## src/rtl/nmcu_pkg.sv

```systemverilog
// Datapath widths shared by the NMCU blocks.
package nmcu_pkg;
    localparam int ADDR_WIDTH = 16;
    localparam int DATA_WIDTH = 32;
    localparam int LEN_WIDTH  = 8;
endpackage

```

## src/rtl/instr_pkg.sv

```systemverilog
// Instruction and response formats exchanged with the chiplet CPU link.
package instr_pkg;
    typedef enum logic [2:0] {
        OP_NOP   = 3'd0,
        OP_LOAD  = 3'd1,
        OP_STORE = 3'd2,
        OP_MAC   = 3'd3,
        OP_HALT  = 3'd4
    } opcode_t;

    localparam logic [1:0] RESP_OK   = 2'd0;
    localparam logic [1:0] RESP_ERR  = 2'd1;
    localparam logic [1:0] RESP_BUSY = 2'd2;

    typedef struct packed {
        opcode_t                         opcode;
        logic [nmcu_pkg::ADDR_WIDTH-1:0] addr_a;
        logic [nmcu_pkg::ADDR_WIDTH-1:0] addr_b;
        logic [nmcu_pkg::ADDR_WIDTH-1:0] addr_c;
        logic [nmcu_pkg::DATA_WIDTH-1:0] data;
        logic [nmcu_pkg::LEN_WIDTH-1:0]  len;
    } instruction_t;

    typedef struct packed {
        logic                            valid;
        logic [nmcu_pkg::DATA_WIDTH-1:0] data;
        logic [1:0]                      status;
    } nmcu_cpu_resp_t;

    function automatic nmcu_cpu_resp_t mk_resp(input logic [nmcu_pkg::DATA_WIDTH-1:0] d,
                                               input logic [1:0] s);
        nmcu_cpu_resp_t r;
        r.valid  = 1'b1;
        r.data   = d;
        r.status = s;
        return r;
    endfunction
endpackage

```

## src/rtl/nmcu_instr_scheduler.sv

```systemverilog
// NMCU front-end sequencer: accepts one instruction at a time, runs it on the
// memory port or MAC engine, and returns exactly one response per instruction.
module nmcu_instr_scheduler
    import nmcu_pkg::*;
    import instr_pkg::*;
#(
    parameter int unsigned MAC_TIMEOUT = 1024
) (
    input  logic                  clk,
    input  logic                  rst_n,
    input  logic                  instr_valid_i,
    output logic                  instr_ready_o,
    input  instruction_t          instr_i,
    output nmcu_cpu_resp_t        resp_o,
    input  logic                  resp_ready_i,
    output logic                  mem_req_o,
    output logic                  mem_we_o,
    output logic [ADDR_WIDTH-1:0] mem_addr_o,
    output logic [DATA_WIDTH-1:0] mem_wdata_o,
    input  logic                  mem_gnt_i,
    input  logic                  mem_rvalid_i,
    input  logic [DATA_WIDTH-1:0] mem_rdata_i,
    output logic                  mac_start_o,
    output logic [ADDR_WIDTH-1:0] mac_addr_a_o,
    output logic [ADDR_WIDTH-1:0] mac_addr_b_o,
    output logic [ADDR_WIDTH-1:0] mac_addr_c_o,
    output logic [DATA_WIDTH-1:0] mac_dim_o,
    output logic [LEN_WIDTH-1:0]  mac_len_o,
    input  logic                  mac_done_i,
    output logic                  halted_o,
    output logic [2:0]            dbg_state_o
);
    // Handshakes: instr moves on instr_valid_i & instr_ready_o, resp on
    // resp_o.valid & resp_ready_i, memory on mem_req_o & mem_gnt_i; a valid
    // side holds its payload stable until the matching ready/grant is seen.
    typedef enum logic [2:0] {
        S_IDLE, S_LD_REQ, S_LD_WAIT, S_ST_REQ, S_MAC_RUN, S_RESP, S_HALTED
    } state_e;

    localparam int TW = (MAC_TIMEOUT > 1) ? $clog2(MAC_TIMEOUT) : 1;
    localparam logic [TW-1:0] T_LAST = TW'(MAC_TIMEOUT - 1);

    state_e                state;
    logic [ADDR_WIDTH-1:0] base_q;
    logic [LEN_WIDTH-1:0]  len_q;
    logic [LEN_WIDTH-1:0]  cnt;
    logic [TW-1:0]         tcnt;
    logic                  halt_pend;
    logic [ADDR_WIDTH-1:0] next_addr;
    logic                  cnt_last;

    // Address of the following word; wraps naturally at the address width.
    assign next_addr   = base_q + ADDR_WIDTH'(cnt) + ADDR_WIDTH'(1);
    assign cnt_last    = (cnt == len_q - LEN_WIDTH'(1));
    assign dbg_state_o = state;

    always_ff @(posedge clk or negedge rst_n) begin
        if (!rst_n) begin
            state         <= S_IDLE;
            base_q        <= '0;
            len_q         <= '0;
            cnt           <= '0;
            tcnt          <= '0;
            halt_pend     <= 1'b0;
            instr_ready_o <= 1'b0;
            resp_o        <= '0;
            mem_req_o     <= 1'b0;
            mem_we_o      <= 1'b0;
            mem_addr_o    <= '0;
            mem_wdata_o   <= '0;
            mac_start_o   <= 1'b0;
            mac_addr_a_o  <= '0;
            mac_addr_b_o  <= '0;
            mac_addr_c_o  <= '0;
            mac_dim_o     <= '0;
            mac_len_o     <= '0;
            halted_o      <= 1'b0;
        end else begin
            case (state)
                S_IDLE: begin
                    if (instr_valid_i && instr_ready_o) begin
                        instr_ready_o <= 1'b0;
                        base_q        <= instr_i.addr_a;
                        len_q         <= instr_i.len;
                        cnt           <= '0;
                        state         <= S_RESP;
                        case (instr_i.opcode)
                            OP_NOP:  resp_o <= mk_resp('0, RESP_OK);
                            OP_HALT: begin
                                resp_o    <= mk_resp('0, RESP_OK);
                                halt_pend <= 1'b1;
                            end
                            OP_LOAD, OP_STORE: begin
                                if (instr_i.len == '0) begin
                                    resp_o <= mk_resp('0, RESP_ERR);
                                end else begin
                                    state       <= (instr_i.opcode == OP_LOAD) ? S_LD_REQ : S_ST_REQ;
                                    mem_req_o   <= 1'b1;
                                    mem_we_o    <= (instr_i.opcode == OP_STORE);
                                    mem_addr_o  <= instr_i.addr_a;
                                    mem_wdata_o <= instr_i.data;
                                end
                            end
                            OP_MAC: begin
                                state        <= S_MAC_RUN;
                                mac_start_o  <= 1'b1;
                                mac_addr_a_o <= instr_i.addr_a;
                                mac_addr_b_o <= instr_i.addr_b;
                                mac_addr_c_o <= instr_i.addr_c;
                                mac_dim_o    <= instr_i.data;
                                mac_len_o    <= instr_i.len;
                                tcnt         <= '0;
                            end
                            default: resp_o <= mk_resp('0, RESP_ERR);
                        endcase
                    end else begin
                        instr_ready_o <= 1'b1;
                    end
                end
                S_LD_REQ: begin
                    if (mem_gnt_i) begin
                        mem_req_o <= 1'b0;
                        state     <= S_LD_WAIT;
                    end
                end
                S_LD_WAIT: begin
                    if (mem_rvalid_i) begin
                        if (cnt_last) begin
                            resp_o <= mk_resp(mem_rdata_i, RESP_OK);
                            state  <= S_RESP;
                        end else begin
                            cnt        <= cnt + LEN_WIDTH'(1);
                            mem_req_o  <= 1'b1;
                            mem_addr_o <= next_addr;
                            state      <= S_LD_REQ;
                        end
                    end
                end
                S_ST_REQ: begin
                    if (mem_gnt_i) begin
                        if (cnt_last) begin
                            mem_req_o <= 1'b0;
                            mem_we_o  <= 1'b0;
                            resp_o    <= mk_resp('0, RESP_OK);
                            state     <= S_RESP;
                        end else begin
                            cnt        <= cnt + LEN_WIDTH'(1);
                            mem_addr_o <= next_addr;
                        end
                    end
                end
                S_MAC_RUN: begin
                    mac_start_o <= 1'b0;
                    // Done wins over a timeout landing in the same cycle.
                    if (mac_done_i) begin
                        resp_o <= mk_resp('0, RESP_OK);
                        state  <= S_RESP;
                    end else if (tcnt == T_LAST) begin
                        resp_o <= mk_resp('0, RESP_ERR);
                        state  <= S_RESP;
                    end else begin
                        tcnt <= tcnt + TW'(1);
                    end
                end
                S_RESP: begin
                    if (resp_ready_i) begin
                        resp_o.valid <= 1'b0;
                        if (halt_pend) begin
                            state    <= S_HALTED;
                            halted_o <= 1'b1;
                        end else begin
                            state         <= S_IDLE;
                            instr_ready_o <= 1'b1;
                        end
                    end
                end
                S_HALTED: begin
                    halted_o      <= 1'b1;
                    instr_ready_o <= 1'b0;
                end
                default: state <= S_IDLE;
            endcase
        end
    end
endmodule

```

## config.mk

```make
export PLATFORM = sky130hd
export DESIGN_NAME = nmcu_instr_scheduler
export DESIGN_NICKNAME = d
export VERILOG_FILES = /design/src/rtl/nmcu_pkg.sv /design/src/rtl/instr_pkg.sv /design/src/rtl/nmcu_instr_scheduler.sv
export SDC_FILE = /design/constraint.sdc
export NUM_CORES = 1
export LEC_CHECK = 0
export ABC_AREA = 1
export ABC_CLOCK_PERIOD_IN_PS = 2600
export CORE_ASPECT_RATIO = 1.1
export CORE_MARGIN = 1.5
export CORE_UTILIZATION = 48
export CTS_CLUSTER_DIAMETER = 30
export DETAILED_ROUTE_END_ITERATION = 10
export HOLD_SLACK_MARGIN = 0.15
export MAX_ROUTING_LAYER = met4
export PLACE_DENSITY = 0.81
export SLEW_MARGIN = 20
export SYNTH_ARGS = -nofsm -noshare
export SYNTH_HDL_FRONTEND = slang
export SYNTH_SLANG_ARGS = --single-unit
```

## constraint.sdc

```tcl
create_clock -name clk -period 2.6 [get_ports clk]
set_input_delay 0.52 -clock clk [delete_from_list [all_inputs] [get_ports clk]]
set_output_delay 0.52 -clock clk [all_outputs]
set_load 0.01 [all_outputs]
```

==> results.md <==
* Run status: completed
* Number of nets with antenna violations after detailed routing at 0
* Number of enable flip-flop cells after synthesis at 0
* TritonRoute pass-1 iters at 7
* Height of the chip at 156.2 µm
* Final-layout setup total negative slack at 0 ns
* Most numerous cell on the critical path: sky130_fd_sc_hd__nand2_1
* CTS tree: built
* Final-report hold violation count at 0
* Seq/Total Area, Yosys at 54.00%
* Met2 Usage GRT at 46.67%
* Via count of the first global-routing pass at 9768
* Total clock buffers created by CTS at 42
* Area contributors post-synth: sky130_fd_sc_hd__dfrtp_1, sky130_fd_sc_hd__nand2_1, sky130_fd_sc_hd__o21ai_0
* Detailed Route Iter0 Violations at 613
* Pins Over Slew Limit at 0
* Met1 Usage GRT at 31.97%
* Number of warnings issued by yosys at 0
* Buf+Inv Stages, Crit Path at 2
* Library cell used as clock root buffer: sky130_fd_sc_hd__clkbuf_16
* First-pass GRT wire length at 47.69 mm
* Peak supply drop at 0.7505 mV
* Post-synth top area share at 54.00%
* Family of cells with the greatest summed delay on the critical path: simple AND/OR/NAND/NOR gates
* Critical Path Slowest Stage Cell: sky130_fd_sc_hd__dfrtp_1
* GRT Util Overall at 27.67%
* Largest driver fanout on the critical path at 67
* DRC errors left at 0
* Fraction of layout cells with a size suffix above 1 at 7.398%
* Setup violations, final at 0
* Fmax at 424.0 MHz
* Avg Cell Area, Syn at 8.045 µm²
* Antenna violations before repair at 2
* Vias per std cell at 5.094
* Tightest Pin Transition at 0.5616 ns
* Most frequent cells after synthesis: sky130_fd_sc_hd__nand2_1, sky130_fd_sc_hd__dfrtp_1, sky130_fd_sc_hd__inv_1
* Total power at 20.50 mW
* Capturing element type of the critical path: flop
* Number of library cell types mapped by synthesis at 38
* Overall overflow remaining after global route at 0
* CP Data Arrival Time at 2.75 ns
* Net count of the mapped netlist at 1415
* Insertion delay to the later sink of the worst-skew pair at 0.52 ns
* Number of maximum-capacitance violations at 0
* Starting utilization of the core area at 49.28%
* CP Class: reg -> reg
* Area inside the core boundary at 20780 µm²
* Fraction of met3 tracks used by global routing at 5.095%
* Overall via count from detail_route at 9724
* Die Wd at 142.3 µm
* Number of standard-cell rows in the floorplan at 55
* Critical-path cell list: inv_1 > ha_1 > nand2_2 > nor2_1 > nand3_1 > nand2_1 > nand2_1 > nor2_2 > nand3_1 > nand2_2 > nand3_2 > buf_12 > nand2_1 > o21ai_1
* Critical path's largest stage delay at 0.38 ns
* Async set-reset flop share out of synthesis at 100.0%
* CTS clock-pin slew for the worst setup and hold paths at 0.05 ns
* Buffers inserted by post-CTS timing repair at 0
* Leakage power figure at 7.242 nW
* Wire per inst at 15.64 µm
* Yosys reg bits at 221
* Netlist area before placement at 10240 µm²
* Number of top-level pins at 309
* Post-route minimum period at 2.358 ns
* Detailed Route WL at 29.86 mm
* Port buffer count at 307
* DIE AREA at 22220 µm²
* Pwr per Cell Area at 1358 nW/µm²
* Type of element launching the critical path: flop
* Fraction of the cycle the final worst path needs at 90.70%
* Synthesized instance count at 1273
* GPL Wtd Cong at 0.9278
* Library cell with the highest instance count after synthesis: sky130_fd_sc_hd__nand2_1
* Unrepaired setup endpoints after global routing: no
* Prevailing post-synth register cell: sky130_fd_sc_hd__dfrtp_1
* Maximum number of pins on one net before global-route repair at 80
* NumNets Final at 1730
* Clock buffer depth at 3
* Final clock skew at 0.01781 ns
* Busiest metal layer after global routing: met2
* Required time worst endpoint at 2.99 ns
* Sum of net half-perimeters after detailed placement at 20.71 mm
* Final cell area excluding filler cells at 15090 µm²
* Count of clock tree sinks at 221
* Instance area after placement at 13630 µm²
* Synthesis-to-layout area growth at 47.35%
* Largest area contributor in the synthesized netlist: sky130_fd_sc_hd__dfrtp_1
* Depth of the CTS H-tree at 2
* Headroom to the max-slew limit at 62.56%
* Hold WC Path Type: reg -> reg
cell type report:
cell class              instances  area [µm²]
repair buffers                323        3301
clock inverters                21       230.2
inverters                     129       486.7
diodes                          2       5.005
fillers                      1578        5692
multi-input cells             871        3970
clock buffers                  57        1211
flip-flops and latches        221        5530
well taps                     285       356.6
final timing paths:
| kind | from | to | slack [ns] | cells after the start |
|---|---|---|---|---|
| min in group asynchronous | rst_n | mem_wdata_o[29] | 0.50 | 2 |
| setup reg to reg | len_q[0] | resp_o[6] | 0.24 | 14 |
| max in group asynchronous | rst_n | mac_addr_b_o[14] | 1.19 | 3 |
| setup / recovery | len_q[0] | resp_o[6] | 0.24 | 14 |
| hold reg to reg | mac_addr_c_o[15] | mac_addr_c_o[15] | 0.47 | 2 |
| hold / removal | mac_addr_c_o[15] | mac_addr_c_o[15] | 0.47 | 2 |
layer usage:
metal	part of all wire (%)	routed length (µm)
met5	0	0
met4	4.7	1393
met3	6.0	1788
met2	49	14760
met1	40	11930
per-stage QoR:
stage                     utilization [%]  cells  hold WS [ns]  worst slack [ns]
after global placement              65.61   1828        0.4431            0.1228
after detailed placement            65.61   1828        0.4466           0.05753
after CTS                           72.59   1907        0.4698            0.2693
final                               72.61   1909        0.4674            0.2417
after floorplan                         -   1273        0.2244            0.6547
after global routing                72.61   1909        0.4832           0.04622
sequential cells by signal, summed over array words and instances, names as in the netlist:
| signal | cells |
|---|---|
| base_q | 16 |
| cnt | 8 |
| dbg_state_o | 3 |
| halt_pend | 1 |
| halted_o | 1 |
| instr_ready_o | 1 |
| len_q | 8 |
| mac_addr_a_o | 16 |
| mac_addr_b_o | 16 |
| mac_addr_c_o | 16 |
| mac_dim_o | 32 |
| mac_len_o | 8 |
| mac_start_o | 1 |
| mem_addr_o | 16 |
| mem_req_o | 1 |
| mem_wdata_o | 32 |
| mem_we_o | 1 |
| resp_o | 34 |
| tcnt | 10 |
worst reg2reg max path, delay by kind of cell (launching register included):
| family | cells | cell delay [ns] |
|---|---|---|
| AND/OR/NAND/NOR | 10 | 1.15 |
| buffers and inverters | 2 | 0.39 |
| flip-flops | 1 | 0.38 |
| adder cells (fa/ha/maj) | 1 | 0.25 |
| AO/OA/AOI/OAI | 1 | 0.07 |
cell families after synthesis:
family          after synthesis  synth area share, %
xor+xnor                      7               0.7330
flops                       221                54.00
simple gates                663                26.82
other cells                   1              0.03662
buf+inv                     181                7.257
compound gates              188                9.615
fa+ha+maj                    12                1.539
layout by cell type, fill, tap and decap left out, types with 4 or more instances in the layout:
master / instances
sky130_fd_sc_hd__nand2_2: 5
sky130_fd_sc_hd__ha_1: 11
sky130_fd_sc_hd__nor2_4: 5
sky130_fd_sc_hd__o21ai_0: 103
sky130_fd_sc_hd__nand2_1: 496
sky130_fd_sc_hd__nor2_2: 7
sky130_fd_sc_hd__clkbuf_16: 45
sky130_fd_sc_hd__clkbuf_1: 8
sky130_fd_sc_hd__nand3_1: 44
sky130_fd_sc_hd__inv_2: 8
sky130_fd_sc_hd__buf_12: 8
sky130_fd_sc_hd__dfrtp_1: 221
sky130_fd_sc_hd__a21oi_1: 27
sky130_fd_sc_hd__clkbuf_8: 4
sky130_fd_sc_hd__xor2_1: 5
sky130_fd_sc_hd__clkdlybuf4s50_1: 306
sky130_fd_sc_hd__o21ai_1: 41
sky130_fd_sc_hd__clkinvlp_4: 4
sky130_fd_sc_hd__nor3_1: 7
sky130_fd_sc_hd__inv_6: 6
sky130_fd_sc_hd__inv_1: 120
sky130_fd_sc_hd__buf_4: 7
sky130_fd_sc_hd__clkinv_2: 4
sky130_fd_sc_hd__nand4_1: 33
sky130_fd_sc_hd__o21ai_2: 4
sky130_fd_sc_hd__nor2_1: 58
where the power goes:
part | internal (mW) | leakage, nW | switching (mW)
Sequential | 5.02 | 2.80 | 0.950
Combinational | 4.04 | 3.75 | 5.06
Clock | 3.60 | 0.697 | 1.83
what timing repair did:
| action | in CTS | in global routing |
|---|---|---|
| hold buffers | 1 | 0 |
| endpoints found under the setup margin | 0 | 0 |
| endpoints found under the hold margin | 43 | 0 |
| gates resized for setup | 0 | 0 |
No activity file was read; power rests on OpenSTA's default activity.
==> variant: new RTL, config.mk and constraints unchanged <==
`DATA_WIDTH`: 32 -> 16.
--- a/src/rtl/nmcu_pkg.sv
+++ b/src/rtl/nmcu_pkg.sv
@@ -1,7 +1,7 @@
 // Datapath widths shared by the NMCU blocks.
 package nmcu_pkg;
     localparam int ADDR_WIDTH = 16;
-    localparam int DATA_WIDTH = 32;
+    localparam int DATA_WIDTH = 16;
     localparam int LEN_WIDTH  = 8;
 endpackage
 
Interface: changed (5 resized); port bits go from 309 to 229. No check against the original RTL was run, so the function may have changed too.
==> variant against the unedited design <==
Via count shrank 22%; setup slack better by 0.046 ns; cell area is 22% lower; power shrank 40%; synthesized area down 17%; routed wire length decreased by 22%; clock skew decreased by 0.0098 ns; die area is 16% lower; sequential cell count fell by 48; count of clock-buffer cells in the layout shrank 40; first-iteration DRC count decreased by 19%; synthesized cell count down 20%; global-route usage decreased by 0.59 points; critical path type unchanged; largest cell class unchanged; largest power group unchanged; highest routed layer unchanged.
==> variant: results (changes against the unedited design) <==
INFO  cells_and_area num-nonclk-inverters=112 [was 129]
INFO  placed_design  postPlaceCellArea=11,100um^2 [was 13,600 um^2]
INFO  power          internal-power=7.48mW [was 12.7 mW]
INFO  synth          cells_taking_the_most_area_after_synthesis=dfrtp_1 51%, nand2_1 14%, o21ai_0 5.6%, inv_1 4.4%, mux2_2 4.2% [was dfrtp_1 54%, nand2_1 18%, o21ai_0 5.0%, inv_1 4.4%, nor2_1 2.2%]
INFO  synth          list_of_most_frequent_post_synthesis_cells=326 x nand2_1, 173 x dfrtp_1, 101 x inv_1 [was 496 x nand2_1, 221 x dfrtp_1, 120 x inv_1]
INFO  clocking       cts_max_path_buffers=2 [was 3]
INFO  cells_and_area layout.sequential_cells=173 [was 221]
INFO  synth          ys_seq_area_frac=0.507 [was 0.540]
INFO  critical_path  rr_endpoint=mem_addr_o[13]$_DFFE_PN0P_ [was resp_o[6]$_DFFE_PN0P_]
INFO  global_route   grt_first_pass_wirelength=37,800um [was 47,700 um]
INFO  placed_design  post-dp-hpwl=17,400um [was 20,700 um]
INFO  critical_path  reg2regPathDepth=13 [was 14]
INFO  sta            slew-limit-headroom=0.631 [was 0.626]
INFO  power          power.ir.vdd_worst=556uV [was 750 uV]
INFO  routing        route.final.wire_length=23,200um [was 29,900 um]
INFO  routing        wl_per_instance=15.5um [was 15.6 um]
INFO  sta            fin_ws=0.288ns [was 0.242 ns]
INFO  cells_and_area clock_cell_area_share=0.0534 [was 0.0955]
INFO  global_route   antenna_found_initial=0 [was 2]
INFO  cells_and_area non_clock_buffer_area_share=0.212 [was 0.219]
INFO  cells_and_area max_reg_flops=18 [was 34]
INFO  clocking       htree_num_levels=4 [was 2]
INFO  cells_and_area seq_area=4330um^2 [was 5530 um^2]
INFO  routing        drt_iter0_drc=496 [was 613]
INFO  cells_and_area num-nets-final=1,358 [was 1,730]
INFO  placed_design  dpl_worst_slack=0.126ns [was 0.0575 ns]
INFO  placed_design  placed_cells_incl_taps=1,462 [was 1,828]
INFO  run_status     run_status=complete, no violations [unchanged]
INFO  clocking       cts_inserted_buffers=17 [was 42]
INFO  clocking       clk-insertion-delay-late=0.43ns [was 0.52 ns]
INFO  cells_and_area filler_cells_inserted=1,346 [was 1,578]
INFO  synth          synth.net_count=1,127 [was 1,415]
INFO  routing        routed_via_density=5.11 [was 5.09]
INFO  power          clk-power=2.70mW [was 5.43 mW]
INFO  cells_and_area n_all_buffers=248 [was 323]
INFO  power          total_leakage_power=5.65nW [was 7.24 nW]
[variant: changes by cell type after synthesis, sizes merged, moves of 3 or more]
cell and delta:
o21ai -36, inv -17, buf -9, nor3 +3, clkbuf -7, nand2 -169, nand3 +5, mux2 +32
nor2 -10, xnor2 +3, dfrtp -48, a21oi -9
[variant: worst min path at each step]
stage | startpoint | cells after the start | slack, ns | endpoint
3_3_place_gp | tcnt[6]$_DFFE_PN0P_ | 1 | 0.45 | tcnt[6]$_DFFE_PN0P_
6_report | tcnt[6]$_DFFE_PN0P_ | 1 | 0.47 | tcnt[6]$_DFFE_PN0P_
4_1_cts | tcnt[6]$_DFFE_PN0P_ | 1 | 0.47 | tcnt[6]$_DFFE_PN0P_
3_5_place_dp | tcnt[6]$_DFFE_PN0P_ | 1 | 0.45 | tcnt[6]$_DFFE_PN0P_
2_1_floorplan | rst_n | 0 | 0.22 | base_q[0]$_DFFE_PN0P_
5_1_grt | tcnt[6]$_DFFE_PN0P_ | 1 | 0.50 | tcnt[6]$_DFFE_PN0P_
[variant: repair_timing]
action / 4_1_cts / 5_1_grt
hold buffers: 1 / 0
setup endpoints to repair: 0 / 0
hold endpoints to repair: 51 / 0
setup buffers: 0 / 0
[variant: cell families (layout without fill, tap and decap cells)]
logic type	count (synthesis)	after routing	synth area share
simple gates	494	494	0.250
other cells	1	1	0.000439
compound gates	146	146	0.0979
fa+ha+maj	12	12	0.0185
xor+xnor	11	11	0.0129
mux	32	32	0.0422
buf+inv	148	392	0.0706
flops	173	173	0.507
[variant: per-layer routing]
metal | GRT usage | share of wire
met1 | 0.316 | 0.41
met2 | 0.455 | 0.51
met3 | 0.0562 | 0.053
met4 | 0.110 | 0.026
met5 | - | 0
